## config.mk

```make
export PLATFORM = sky130hd
export DESIGN_NAME = avalon_st_result_depacketizer
export DESIGN_NICKNAME = d
export VERILOG_FILES = /design/src/rtl/avalon_st_result_depacketizer.sv
export SDC_FILE = /design/constraint.sdc
export NUM_CORES = 1
export LEC_CHECK = 0
export BUFFER_PORTS_ARGS = -buffer_cell sky130_fd_sc_hd__buf_4
export CELL_PAD_IN_SITES_DETAIL_PLACEMENT = 0
export CELL_PAD_IN_SITES_GLOBAL_PLACEMENT = 1
export CORE_ASPECT_RATIO = 0.6
export CORE_MARGIN = 5
export CORE_UTILIZATION = 24
export DETAILED_ROUTE_END_ITERATION = 10
export PLACE_DENSITY_LB_ADDON = 0.15
export SYNTH_ARGS = -nofsm -noshare
export SYNTH_HDL_FRONTEND = slang
export SYNTH_SLANG_ARGS = --single-unit
```

## constraint.sdc

```tcl
create_clock -name clk -period 3.8 [get_ports clk]
set_input_delay 0.76 -clock clk [delete_from_list [all_inputs] [get_ports clk]]
set_output_delay 0.76 -clock clk [all_outputs]
set_load 0.01 [all_outputs]
```

## src/rtl/avalon_st_result_depacketizer.sv

```systemverilog
// Receive stage: assembles DSZ-bit Avalon-ST beats (little-endian) into one RSZ-bit
// result, hands it over on a valid/ready handshake and counts framing errors.
module avalon_st_result_depacketizer #(
    parameter int DSZ = 8,
    parameter int RSZ = 64,
    parameter int ECW = 8
) (
    input  logic           clk,
    input  logic           _rst,
    input  logic           startofpacket_in,
    input  logic           endofpacket_in,
    input  logic [DSZ-1:0] data_in,
    input  logic           valid_in,
    output logic           ready_out,
    output logic [RSZ-1:0] res,
    output logic           res_valid,
    input  logic           res_ready,
    output logic           err_pulse,
    output logic [ECW-1:0] err_cnt
);

    localparam int BEATS = RSZ / DSZ;
    localparam int IW    = (BEATS > 1) ? $clog2(BEATS) : 1;

    localparam logic [IW-1:0]  LAST_IDX = IW'(BEATS - 1);
    localparam logic [IW-1:0]  IDX_ZERO = {IW{1'b0}};
    localparam logic [IW-1:0]  IDX_ONE  = IW'(1);
    localparam logic [ECW-1:0] CNT_MAX  = {ECW{1'b1}};
    localparam logic [ECW-1:0] CNT_ONE  = ECW'(1);

    localparam logic [1:0] S_IDLE    = 2'd0;
    localparam logic [1:0] S_COLLECT = 2'd1;
    localparam logic [1:0] S_DROP    = 2'd2;
    localparam logic [1:0] S_HOLD    = 2'd3;

    logic [1:0]     r_state;
    logic [IW-1:0]  r_idx;
    logic [RSZ-1:0] r_res;
    logic           r_ready;
    logic           r_valid;
    logic           r_err;
    logic [ECW-1:0] r_cnt;

    logic           w_acc;
    logic [1:0]     w_state_nxt;
    logic [IW-1:0]  w_idx_nxt;
    logic           w_store;
    logic [IW-1:0]  w_widx;
    logic           w_err;

    assign w_acc = valid_in && r_ready;

    // Framing decisions: next state, beat index, result write and error flag
    always_comb begin
        w_state_nxt = r_state;
        w_idx_nxt   = r_idx;
        w_store     = 1'b0;
        w_widx      = r_idx;
        w_err       = 1'b0;
        case (r_state)
            S_IDLE, S_DROP: begin
                if (w_acc) begin
                    if (startofpacket_in) begin
                        if (endofpacket_in) begin
                            if (BEATS == 1) begin
                                w_store     = 1'b1;
                                w_widx      = IDX_ZERO;
                                w_state_nxt = S_HOLD;
                                w_idx_nxt   = IDX_ZERO;
                            end else begin
                                // a one-beat packet is only an error when not already draining
                                w_err       = (r_state == S_IDLE);
                                w_state_nxt = S_IDLE;
                                w_idx_nxt   = IDX_ZERO;
                            end
                        end else begin
                            w_store     = 1'b1;
                            w_widx      = IDX_ZERO;
                            w_state_nxt = S_COLLECT;
                            w_idx_nxt   = IDX_ONE;
                        end
                    end else if (r_state == S_IDLE) begin
                        w_err = 1'b1;
                    end else if (endofpacket_in) begin
                        w_state_nxt = S_IDLE;
                        w_idx_nxt   = IDX_ZERO;
                    end else begin
                        w_state_nxt = S_DROP;
                    end
                end else begin
                    w_state_nxt = r_state;
                end
            end
            S_COLLECT: begin
                if (w_acc) begin
                    if (startofpacket_in) begin
                        w_err = 1'b1;
                        if (endofpacket_in) begin
                            w_state_nxt = S_IDLE;
                            w_idx_nxt   = IDX_ZERO;
                        end else begin
                            w_store   = 1'b1;
                            w_widx    = IDX_ZERO;
                            w_idx_nxt = IDX_ONE;
                        end
                    end else if (endofpacket_in) begin
                        if (r_idx == LAST_IDX) begin
                            w_store     = 1'b1;
                            w_state_nxt = S_HOLD;
                        end else begin
                            w_err       = 1'b1;
                            w_state_nxt = S_IDLE;
                        end
                        w_idx_nxt = IDX_ZERO;
                    end else if (r_idx == LAST_IDX) begin
                        w_err       = 1'b1;
                        w_state_nxt = S_DROP;
                        w_idx_nxt   = IDX_ZERO;
                    end else begin
                        w_store   = 1'b1;
                        w_idx_nxt = r_idx + IDX_ONE;
                    end
                end else begin
                    w_state_nxt = S_COLLECT;
                end
            end
            S_HOLD: begin
                if (res_ready) begin
                    w_state_nxt = S_IDLE;
                end else begin
                    w_state_nxt = S_HOLD;
                end
            end
            default: begin
                w_state_nxt = S_IDLE;
                w_idx_nxt   = IDX_ZERO;
            end
        endcase
    end

    // State, result storage, handshake flags and saturating error counter
    always_ff @(posedge clk) begin
        if (!_rst) begin
            r_state <= S_IDLE;
            r_idx   <= IDX_ZERO;
            r_res   <= {RSZ{1'b0}};
            r_ready <= 1'b0;
            r_valid <= 1'b0;
            r_err   <= 1'b0;
            r_cnt   <= {ECW{1'b0}};
        end else begin
            r_state <= w_state_nxt;
            r_idx   <= w_idx_nxt;
            if (w_store) begin
                r_res[w_widx*DSZ +: DSZ] <= data_in;
            end
            r_ready <= (w_state_nxt != S_HOLD);
            r_valid <= (w_state_nxt == S_HOLD);
            r_err   <= w_err;
            if (w_err && (r_cnt != CNT_MAX)) begin
                r_cnt <= r_cnt + CNT_ONE;
            end
        end
    end

    assign ready_out = r_ready;
    assign res       = r_res;
    assign res_valid = r_valid;
    assign err_pulse = r_err;
    assign err_cnt   = r_cnt;

endmodule

```

==> impl_metrics.env, run 1 <==
export IMPL_status="finished clean"
export IMPL_cts_clk_slew_worst_paths_ns=0.06
export IMPL_worstPathMaxFanout=24
export IMPL_grt_pass1_wl_mm=17.7
export IMPL_ios=89
export IMPL_hold_viol=0
export IMPL_reg2reg_depth=9
export IMPL_skew_ns=0.00878
export IMPL_max_cap_violations=0
export IMPL_cts_sinks=80
export IMPL_antennaDiodeCount=0
export IMPL_rsz0062_at_grt="no"
export IMPL_holdCritPathClass="reg -> reg"
export IMPL_cp_arrival_ns=3.36
export IMPL_endpoint="res[4]"
export IMPL_drc=0
export IMPL_hold_buffers=0
export IMPL_grt_pass1_vias=3097
export IMPL_synth_edf_count=0
export IMPL_synthArstFlopShare_pct=0
export IMPL_ys_ff_latch=80
export IMPL_place_inst=642
export IMPL_core_area_um2=14500
export IMPL_dp_hpwl_mm=8.27
export IMPL_area_growth_pct=32.6
export IMPL_cts_buffers=9
export IMPL_htreeDepth=3
export IMPL_start_util_pct=24.4
export IMPL_rr_endpoint="res[4]"
export IMPL_via_count=3166
export IMPL_routed_wl_mm=11.3
export IMPL_antenna_found_initial=0
export IMPL_clk_latency_ns=0.34
export IMPL_maxSlewViolCount=0
export IMPL_die_area_um2=17300
export IMPL_cts_resized=0
export IMPL_cp_end_kind="flop"
export IMPL_syn_area_um2=3530
export IMPL_yosysSeqAreaShare_pct=45.3
export IMPL_dieWidth_um=167
export IMPL_postRouteAntennaNets=0
export IMPL_drt_iter0_drc=145
export IMPL_fin_crit_sh_pct=83.5
export IMPL_ys_types=48
export IMPL_grt_max_degree=50
export IMPL_path_class="in -> reg"
export IMPL_reg2reg_from="r_state[0]"
export IMPL_cts_tree="built"
export IMPL_synth_nets=396
export IMPL_postSynthCellCount=374
export IMPL_nNetsFinal=477
export IMPL_power_total_mw=1.81
export IMPL_syn_mean_instance_area_um2=9.45
export IMPL_min_period_ns=3.17
export IMPL_postCtsSetupRepairBufs=0
export IMPL_fin_cells=658
export IMPL_groute_usage_overall_pct=12.8
export IMPL_wl_per_cell_um=17.1
export IMPL_fin_setup_tns_ns=0
export IMPL_gp_congestion=0.740
export IMPL_synth_warning_count=0
export IMPL_cts_path_max_buffers=2
export IMPL_critPathLaunchType="input port"
export IMPL_die_h_um=104
export IMPL_r2r_setup_slack_ns=0.78
export IMPL_crit_start="endofpacket_in"
export IMPL_relSlewSlack_pct=24.8
export IMPL_root_buffer="clkbuf_16"
export IMPL_synth_main_ff_cell="dfxtp_1"
export IMPL_worstMarginPinSlew_ns=1.13
export IMPL_cp_data_required_time_ns=3.99
export IMPL_grt_overflow=0
export IMPL_power_density_nw_per_um2=387
export IMPL_drt_pass1_iterations=4
export IMPL_ir_drop_uv=190
export IMPL_p_leak_nw=1.74
export IMPL_port_buffers=88
export IMPL_drive_gt1_share_pct=26.7
export IMPL_setup_violations_final=0
export IMPL_num_rows=34
export IMPL_fmax_ghz=0.315
export IMPL_viasPerCell=4.81
[worst min path at each step]
stage	startpoint	to	slack [ns]	depth (start not counted)
final	res[23]	res[23]	0.46	2
after global routing	res[22]	res[22]	0.49	2
after CTS	res[23]	res[23]	0.46	2
after detailed placement	res[23]	res[23]	0.45	2
after global placement	res[20]	res[20]	0.45	2
after floorplan	r_idx[1]	r_idx[1]	0.48	2
[placed cells by master, fill, tap and decap left out, types with 5 or more instances in the layout]
cell type   n
a22o_1     16
clkbuf_16   9
nor2_1     13
or4_1       5
o2bb2ai_1  17
dfxtp_1    80
buf_4      95
nand2b_1    7
inv_1       6
o311ai_0   10
mux2i_1    20
nand3_1    19
nand2_1    55
nand4_1    18
and2_1      5
ha_1        8
o22ai_1     6
a32oi_1     8
a21oi_1    14
[through the flow]
stage / hold WS, ns / util, % / instance area, um2 / setup WS, ns
finish: 0.460 / 32.4 / 4690 / 0.627
global route: 0.485 / 32.4 / 4690 / 0.394
CTS: 0.462 / 32.4 / 4690 / 0.650
global placement: 0.449 / 30.3 / 4390 / 0.439
detailed placement: 0.449 / 30.3 / 4390 / 0.284
floorplan: 0.478 / - / 3530 / 0.211
[layer usage]
layer	global-route usage, %	wire, um
met4	2.92	97
met1	19.0	5880
met5	0	0
met3	4.22	641
met2	18.0	4650
[sequential cells by signal, indices dropped and copies added, names as in the netlist]
| signal | cells |
|---|---|
| err_cnt | 8 |
| err_pulse | 1 |
| r_idx | 3 |
| r_state | 2 |
| ready_out | 1 |
| res | 64 |
| res_valid | 1 |
[final cells by class]
class | count | area, um2
clock buffer | 9 | 225
clock inverter | 7 | 71.3
fill | 1565 | 9780
inverter | 6 | 22.5
multi-input combinational | 263 | 1800
sequential | 80 | 1600
tap | 198 | 248
timing repair buffer | 95 | 713
[power by group]
| group | switching, mW | total, mW | internal, mW |
|---|---|---|---|
| Clock | 0.353 | 0.862 | 0.508 |
| Sequential | 0.00506 | 0.848 | 0.843 |
| Combinational | 0.0700 | 0.102 | 0.0321 |
| Total | 0.428 | 1.81 | 1.38 |
[cells by family (layout without fill, tap and decap cells)]
kind of cell             Yosys count  count (layout)  synth area share (%)
AND/OR/NAND/NOR                  146             146                  22.4
AO/OA/AOI/OAI                     86              86                  19.2
flip-flops                        80              80                  45.3
buffers and inverters             31             117                  3.65
multiplexers                      20              20                  5.66
adder cells (fa/ha/maj)            8               8                  2.83
XOR/XNOR                           3               3                 0.956
[critical path: stages]
cell and delay [ns]:
buf_4 0.15, and4b_1 0.35, nand2_1 0.15, and2_1 0.22, inv_1 0.11, ha_1 0.17
ha_1 0.33, or3b_2 0.70, a32oi_1 0.27, o311ai_0 0.14
[synthesized netlist by cell type (2+ instances only)]
cell type	instances	area share [%]
a22o_1	16	4.0
or3_1	2	0.35
nor4_1	2	0.35
o311ai_0	10	2.5
nor2_1	13	1.4
o21ai_0	2	0.28
nand4_1	18	3.2
ha_1	8	2.8
buf_4	2	0.42
mux2i_1	20	5.7
buf_1	2	0.21
o31ai_1	4	0.85
buf_2	4	0.57
inv_1	6	0.64
o22ai_1	6	1.1
nor3_2	2	0.57
nand3_1	19	2.7
o2bb2ai_1	17	4.2
nand2b_1	7	1.2
nand2_1	55	5.8
a21oi_1	14	2.0
clkbuf_1	17	1.8
nor3_4	2	0.92
o41ai_1	2	0.50
and3_1	2	0.35
nor2b_1	4	0.71
and2_1	5	0.88
dfxtp_1	80	45
or4_1	5	1.1
a32oi_1	8	2.0
nor4b_2	2	0.85
or3b_2	2	0.50
(Power assumes the default switching activity.)
==> run 2, diff against run 1 <==
Clock period 3.8 ns to 3.2 ns, I/O delays scaled along.
==> run 2 against run 1 <==
Net effect:
- register-to-register slack worse by 0.34 ns
- final cell count increased by 1.4%
- wire length is 5.6% higher
- design area up 1.8%
- power rose by 21%
- largest power group unchanged
==> impl_metrics.env, run 2 (synthesis results as in run 1) <==
export IMPL_port_buffers=88
export IMPL_clk_latency_ns=0.34
export IMPL_nNetsFinal=486
export IMPL_worstPathMaxFanout=24
export IMPL_start_util_pct=24.4
export IMPL_critPathLaunchType="input port"
export IMPL_groute_usage_overall_pct=13.7
export IMPL_fmax_ghz=0.358
export IMPL_cp_top_family="simple AND/OR/NAND/NOR gates"
export IMPL_drive_gt1_share_pct=28.8
export IMPL_drt_iter0_drc=162
export IMPL_max_cap_violations=0
export IMPL_die_area_um2=17300
export IMPL_setup_violations_final=0
export IMPL_worst_path_buf_inv=2
export IMPL_power_density_nw_per_um2=462
export IMPL_cts_resized=0
export IMPL_whs_endpoint="res[15]"
export IMPL_area_growth_pct=34.9
export IMPL_preCtsSetupSlack_ns=0.0690
export IMPL_fillers=1542
export IMPL_drc=0
export IMPL_min_period_ns=2.79
export IMPL_relSlewSlack_pct=28.8
export IMPL_layout_commonest_cell="buf_4"
export IMPL_cts_tree="built"
export IMPL_ios=89
export IMPL_dp_hpwl_mm=8.68
export IMPL_core_area_um2=14500
export IMPL_rsz0062_at_grt="no"
export IMPL_cp_end_kind="flop"
export IMPL_cts_sinks=80
export IMPL_grt_pass1_vias=3258
export IMPL_cts_path_max_buffers=2
export IMPL_mostFrequentLayoutCells="buf_4 (104), dfxtp_1 (80), nand2_1 (54)"
export IMPL_reg2reg_from="r_state[1]"
export IMPL_cp_data_required_time_ns=3.40
export IMPL_htreeDepth=3
export IMPL_largest_register_ffs=64
export IMPL_hold_viol=0
export IMPL_fin_crit_sh_pct=87.3
export IMPL_gp_congestion=0.789
export IMPL_postCtsSetupRepairBufs=0
export IMPL_crit_top_cell="ha_1"
export IMPL_antenna_found_initial=0
export IMPL_place_inst=651
export IMPL_cts_buffers=9
export IMPL_die_h_um=104
export IMPL_fin_ws_ns=0.406
export IMPL_dieWidth_um=167
export IMPL_cts_clk_slew_worst_paths_ns=0.06
export IMPL_status="finished clean"
export IMPL_postRouteAntennaNets=0
export IMPL_wl_per_cell_um=17.8
export IMPL_reg2reg_depth=9
export IMPL_grt_pass1_wl_mm=18.9
export IMPL_rr_endpoint="res[6]"
export IMPL_antennaDiodeCount=0
export IMPL_ir_drop_uv=177
export IMPL_holdCritPathClass="reg -> reg"
export IMPL_cp_arrival_ns=3.00
export IMPL_hold_buffers=0
export IMPL_cpPeakStageDelay_ns=0.69
export IMPL_viasPerCell=4.79
export IMPL_p_leak_nw=1.81
export IMPL_seq_area_um2=1600
export IMPL_hp_start="res[15]"
export IMPL_fin_cells=667
export IMPL_multiInputGateArea_um2=1810
export IMPL_root_buffer="clkbuf_16"
export IMPL_maxSlewViolCount=0
export IMPL_worstMarginPinSlew_ns=1.07
export IMPL_grt_overflow=0
export IMPL_path_cells="buf_4, and4b_2, nand2_2, and2_1, inv_1, ha_1, ha_1, or3b_2, a32oi_1, o311ai_1"
export IMPL_num_rows=34
export IMPL_grt_max_degree=41
export IMPL_path_depth=10
export IMPL_hold_path_depth=2
export IMPL_fin_setup_tns_ns=0
export IMPL_drt_pass1_iterations=4
export IMPL_via_count=3198
export IMPL_crit_slowest_cell="or3b_2"
export IMPL_skew_ns=0.0101
export IMPL_fin_hold_ws_ns=0.461
export IMPL_routed_wl_mm=11.9
export IMPL_r2r_setup_slack_ns=0.44
export IMPL_path_class="in -> reg"
-- run 2: cell count changes in the layout (fill, tap and decap cells not counted), sizes merged --
cell      delta
buf          +9
clkbuf       +1
clkinvlp     -1
-- run 2: worst reg2reg max path: stages (launching register included) --
cell and delay (ns):
dfxtp_1 0.44, nand2_1 0.20, nand2_2 0.15, and2_4 0.16
inv_1 0.07, ha_1 0.20, ha_1 0.31, or3b_2 0.69
a32oi_1 0.30, o311ai_1 0.11
-- run 2: cell type report --
| cell class | count | share of cell area [%] |
|---|---|---|
| clock buffer | 10 | 5.01 |
| clock inverter | 6 | 1.42 |
| inverter | 6 | 0.472 |
| multi-input combinational | 263 | 38.0 |
| sequential | 80 | 33.6 |
| tap | 198 | 5.19 |
| timing repair buffer | 104 | 16.4 |
-- run 2: power breakdown --
part	internal [mW]	switching [mW]	leakage, nW
Combinational	0.0414	0.0860	1.02
Clock	0.629	0.438	0.145
Sequential	1.00	0.00636	0.645
-- run 2: worst max-delay path by stage --
stage,from,end,slack [ns]
after floorplan,endofpacket_in,res[0],0.02
after global placement,endofpacket_in,res[6],0.16
after detailed placement,endofpacket_in,res[6],0.07
after CTS,r_idx[0],err_cnt[4],0.41
after global routing,r_idx[0],err_cnt[7],0.22
final,endofpacket_in,res[6],0.41
-- run 2: layer usage --
layer  global-route usage (%)  routed length, um  share of wire, %
met2                     18.6               4710                40
met5                        0                  0                 0
met1                     20.6               6470                54
met4                     3.33                 83              0.70
met3                     4.37                639               5.4
-- run 2: metrics by stage --
step           instance area [um2]  power [mW]  utilization [%]
6_report                      4770        2.20             33.0
5_1_grt                       4770        2.29             33.0
4_1_cts                       4770        2.23             33.0
3_5_place_dp                  4460        1.16             30.9
3_3_place_gp                  4460        1.16             30.9
2_1_floorplan                 3580        1.10                -
==> run 3, diff against run 2 <==
Settings changed: ABC_AREA set to 1, GPL_TIMING_DRIVEN set to 0, MAX_ROUTING_LAYER set to met4.
==> run 3 against run 2 <==
Net effect:
- clock skew rose by 0.00060 ns
- final cell count grew 31%
- combinational power up 16%
- sequential power is essentially flat
- clock power is 9% lower
- global-route usage up 0.54 points
==> impl_metrics.env, run 3 <==
export IMPL_ys_types=27
export IMPL_max_cap_violations=0
export IMPL_drc=0
export IMPL_core_area_um2=15400
export IMPL_seqPwrFrac_pct=47.5
export IMPL_synth_nets=589
export IMPL_hold_viol=0
export IMPL_port_buffers=87
export IMPL_synth_main_ff_cell="dfxtp_1"
export IMPL_grt_pass1_wl_mm=19.9
export IMPL_critPathLaunchType="input port"
export IMPL_cp_end_kind="flop"
export IMPL_cts_buffers=9
export IMPL_clkPwrFrac_pct=45.6
export IMPL_grt_overflow=0
export IMPL_synth_warning_count=0
export IMPL_maxSlewViolCount=0
export IMPL_rsz0062_at_grt="no"
export IMPL_wl_met1_mm=7.12
export IMPL_ir_drop_uv=214
export IMPL_min_period_ns=3.00
export IMPL_htreeDepth=3
export IMPL_grt_pass1_vias=3669
export IMPL_cp_data_required_time_ns=3.40
export IMPL_fin_hold_ws_ns=0.472
export IMPL_finalInstanceArea_um2=4980
export IMPL_viasPerCell=4.33
export IMPL_ys_ff_latch=80
export IMPL_hold_buffers=0
export IMPL_cts_tree="built"
export IMPL_grt_max_degree=15
export IMPL_path_class="in -> reg"
export IMPL_drt_iter0_drc=278
export IMPL_cts_sinks=80
export IMPL_fin_setup_tns_ns=0
export IMPL_gp_congestion=0.853
export IMPL_wl_met2_mm=4.63
export IMPL_maxUsedRoutingLayer="met4"
export IMPL_crit_start="valid_in"
export IMPL_reg2reg_from="ready_out"
export IMPL_start_util_pct=24.5
export IMPL_antennaDiodeCount=0
export IMPL_groute_usage_overall_pct=14.2
export IMPL_wl_per_cell_um=14.3
export IMPL_holdCritPathClass="reg -> reg"
export IMPL_synth_commonest_cells="nand2_1 (137), nor2_1 (132), dfxtp_1 (80)"
export IMPL_nNetsFinal=688
export IMPL_worstMarginPinSlew_ns=0.614
export IMPL_fmax_ghz=0.333
export IMPL_drive_gt1_share_pct=19.5
export IMPL_p_leak_nw=2.23
export IMPL_hp_start="res[58]"
export IMPL_mostFrequentLayoutCells="nand2_1 (137), nor2_1 (132), buf_4 (90)"
export IMPL_postSynthCellCount=567
export IMPL_synthArstFlopShare_pct=0
export IMPL_cts_clk_slew_worst_paths_ns=0.06
export IMPL_via_count=3786
export IMPL_setup_violations_final=0
export IMPL_p_switching_mw=0.530
export IMPL_combPwrFrac_pct=6.9
export IMPL_synth_most_common_cell="nand2_1"
export IMPL_wl_met3_um=734
export IMPL_synth_top_area_share_pct=42.4
export IMPL_synth_edf_count=0
export IMPL_area_growth_pct=31.9
export IMPL_syn_mean_instance_area_um2=6.66
export IMPL_root_buffer="clkbuf_16"
export IMPL_relSlewSlack_pct=59.1
export IMPL_clk_latency_ns=0.34
export IMPL_die_area_um2=18400
export IMPL_largest_register_ffs=64
export IMPL_synth_area_top_cells="dfxtp_1 (42%), nand2_1 (14%), nor2_1 (13%)"
export IMPL_fillers=1720
export IMPL_routed_wl_mm=12.5
export IMPL_num_rows=35
export IMPL_cp_arrival_ns=3.20
export IMPL_swShare_pct=24.9
export IMPL_dp_hpwl_mm=9.91
export IMPL_placed_area_um2=4690
export IMPL_antenna_found_initial=0
export IMPL_skew_ns=0.0107
export IMPL_yosysSeqAreaShare_pct=42.4
export IMPL_yosysTopAreaCell="dfxtp_1"
export IMPL_drt_pass1_iterations=4
export IMPL_postRouteAntennaNets=0
export IMPL_die_h_um=107
export IMPL_dieWidth_um=172
export IMPL_internal_power_mw=1.60
export IMPL_ios=89
export IMPL_fin_crit_sh_pct=93.8
export IMPL_status="finished clean"
export IMPL_syn_area_um2=3780
export IMPL_cts_path_max_buffers=2
export IMPL_worstPathMaxFanout=11
export IMPL_layout_commonest_cell="nand2_1"
export IMPL_power_density_nw_per_um2=427
run 3: final timing paths:
| kind | end | slack (ns) | cells after the start |
|---|---|---|---|
| worst min-delay path | res[58] | 0.47 | 2 |
| worst min register to register | res[58] | 0.47 | 2 |
| worst max register to register | res[60] | 0.27 | 12 |
| worst max-delay path | res[60] | 0.20 | 13 |
run 3: power by group through the flow:
stage          clock network (mW)  registers (mW)  logic [mW]
3_5_place_dp                    0            1.03       0.144
2_1_floorplan                   0            1.03      0.0814
3_3_place_gp                    0            1.03       0.142
6_report                    0.969            1.01       0.147
5_1_grt                      1.06            1.01       0.163
4_1_cts                      1.01            1.01       0.146
run 3: critical path, stage by stage:
cell,delay [ns]
buf_4,0.10
nand2_1,0.15
inv_1,0.10
nand3_2,0.14
nand2_1,0.11
buf_2,0.21
ha_1,0.22
ha_1,0.27
buf_4,0.18
nor3_2,0.50
nand2_1,0.35
nand2_1,0.15
a21oi_1,0.07
run 3: per-stage QoR:
step | std cells | setup slack, ns | utilization, % | total power [mW]
after detailed placement | 857 | -0.474 | 30.4 | 1.18
after global placement | 857 | -0.448 | 30.4 | 1.17
after global routing | 874 | 0.00214 | 32.3 | 2.23
after CTS | 873 | 0.155 | 32.3 | 2.17
after floorplan | 567 | 0.271 | - | 1.12
final | 874 | 0.200 | 32.3 | 2.13
run 3: logic make-up (layout without fill, tap and decap cells):
kind of cell             Yosys count  count (layout)  synth area share, %
XOR/XNOR                           7               7                 1.62
buffers and inverters             70             174                 7.35
flip-flops                        80              80                 42.4
adder cells (fa/ha/maj)            8               8                 2.65
AO/OA/AOI/OAI                     59              59                 8.38
AND/OR/NAND/NOR                  343             343                 37.6
run 3: layout make-up:
cell class / count / area [um2] / share of cell area [%]
multi-input cells: 417 / 1900 / 38.2
flip-flops and latches: 80 / 1600 / 32.1
repair buffers: 88 / 661 / 13.3
well taps: 203 / 254 / 5.10
clock buffers: 10 / 239 / 4.80
inverters: 50 / 189 / 3.79
plain buffers: 20 / 91.3 / 1.83
clock inverters: 6 / 43.8 / 0.879
run 3: repair_timing:
action	in CTS	in global routing
setup endpoints to repair	8	11
gates resized for setup	2	1
pin swaps	0	2
setup buffers	0	1
run 3: layer usage:
metal / track usage (%) / up-vias
li1: - / 1982
met1: 22.5 / 1715
met2: 17.8 / 87
met3: 3.35 / 2
met4: 2.69 / 0
met5: - / -
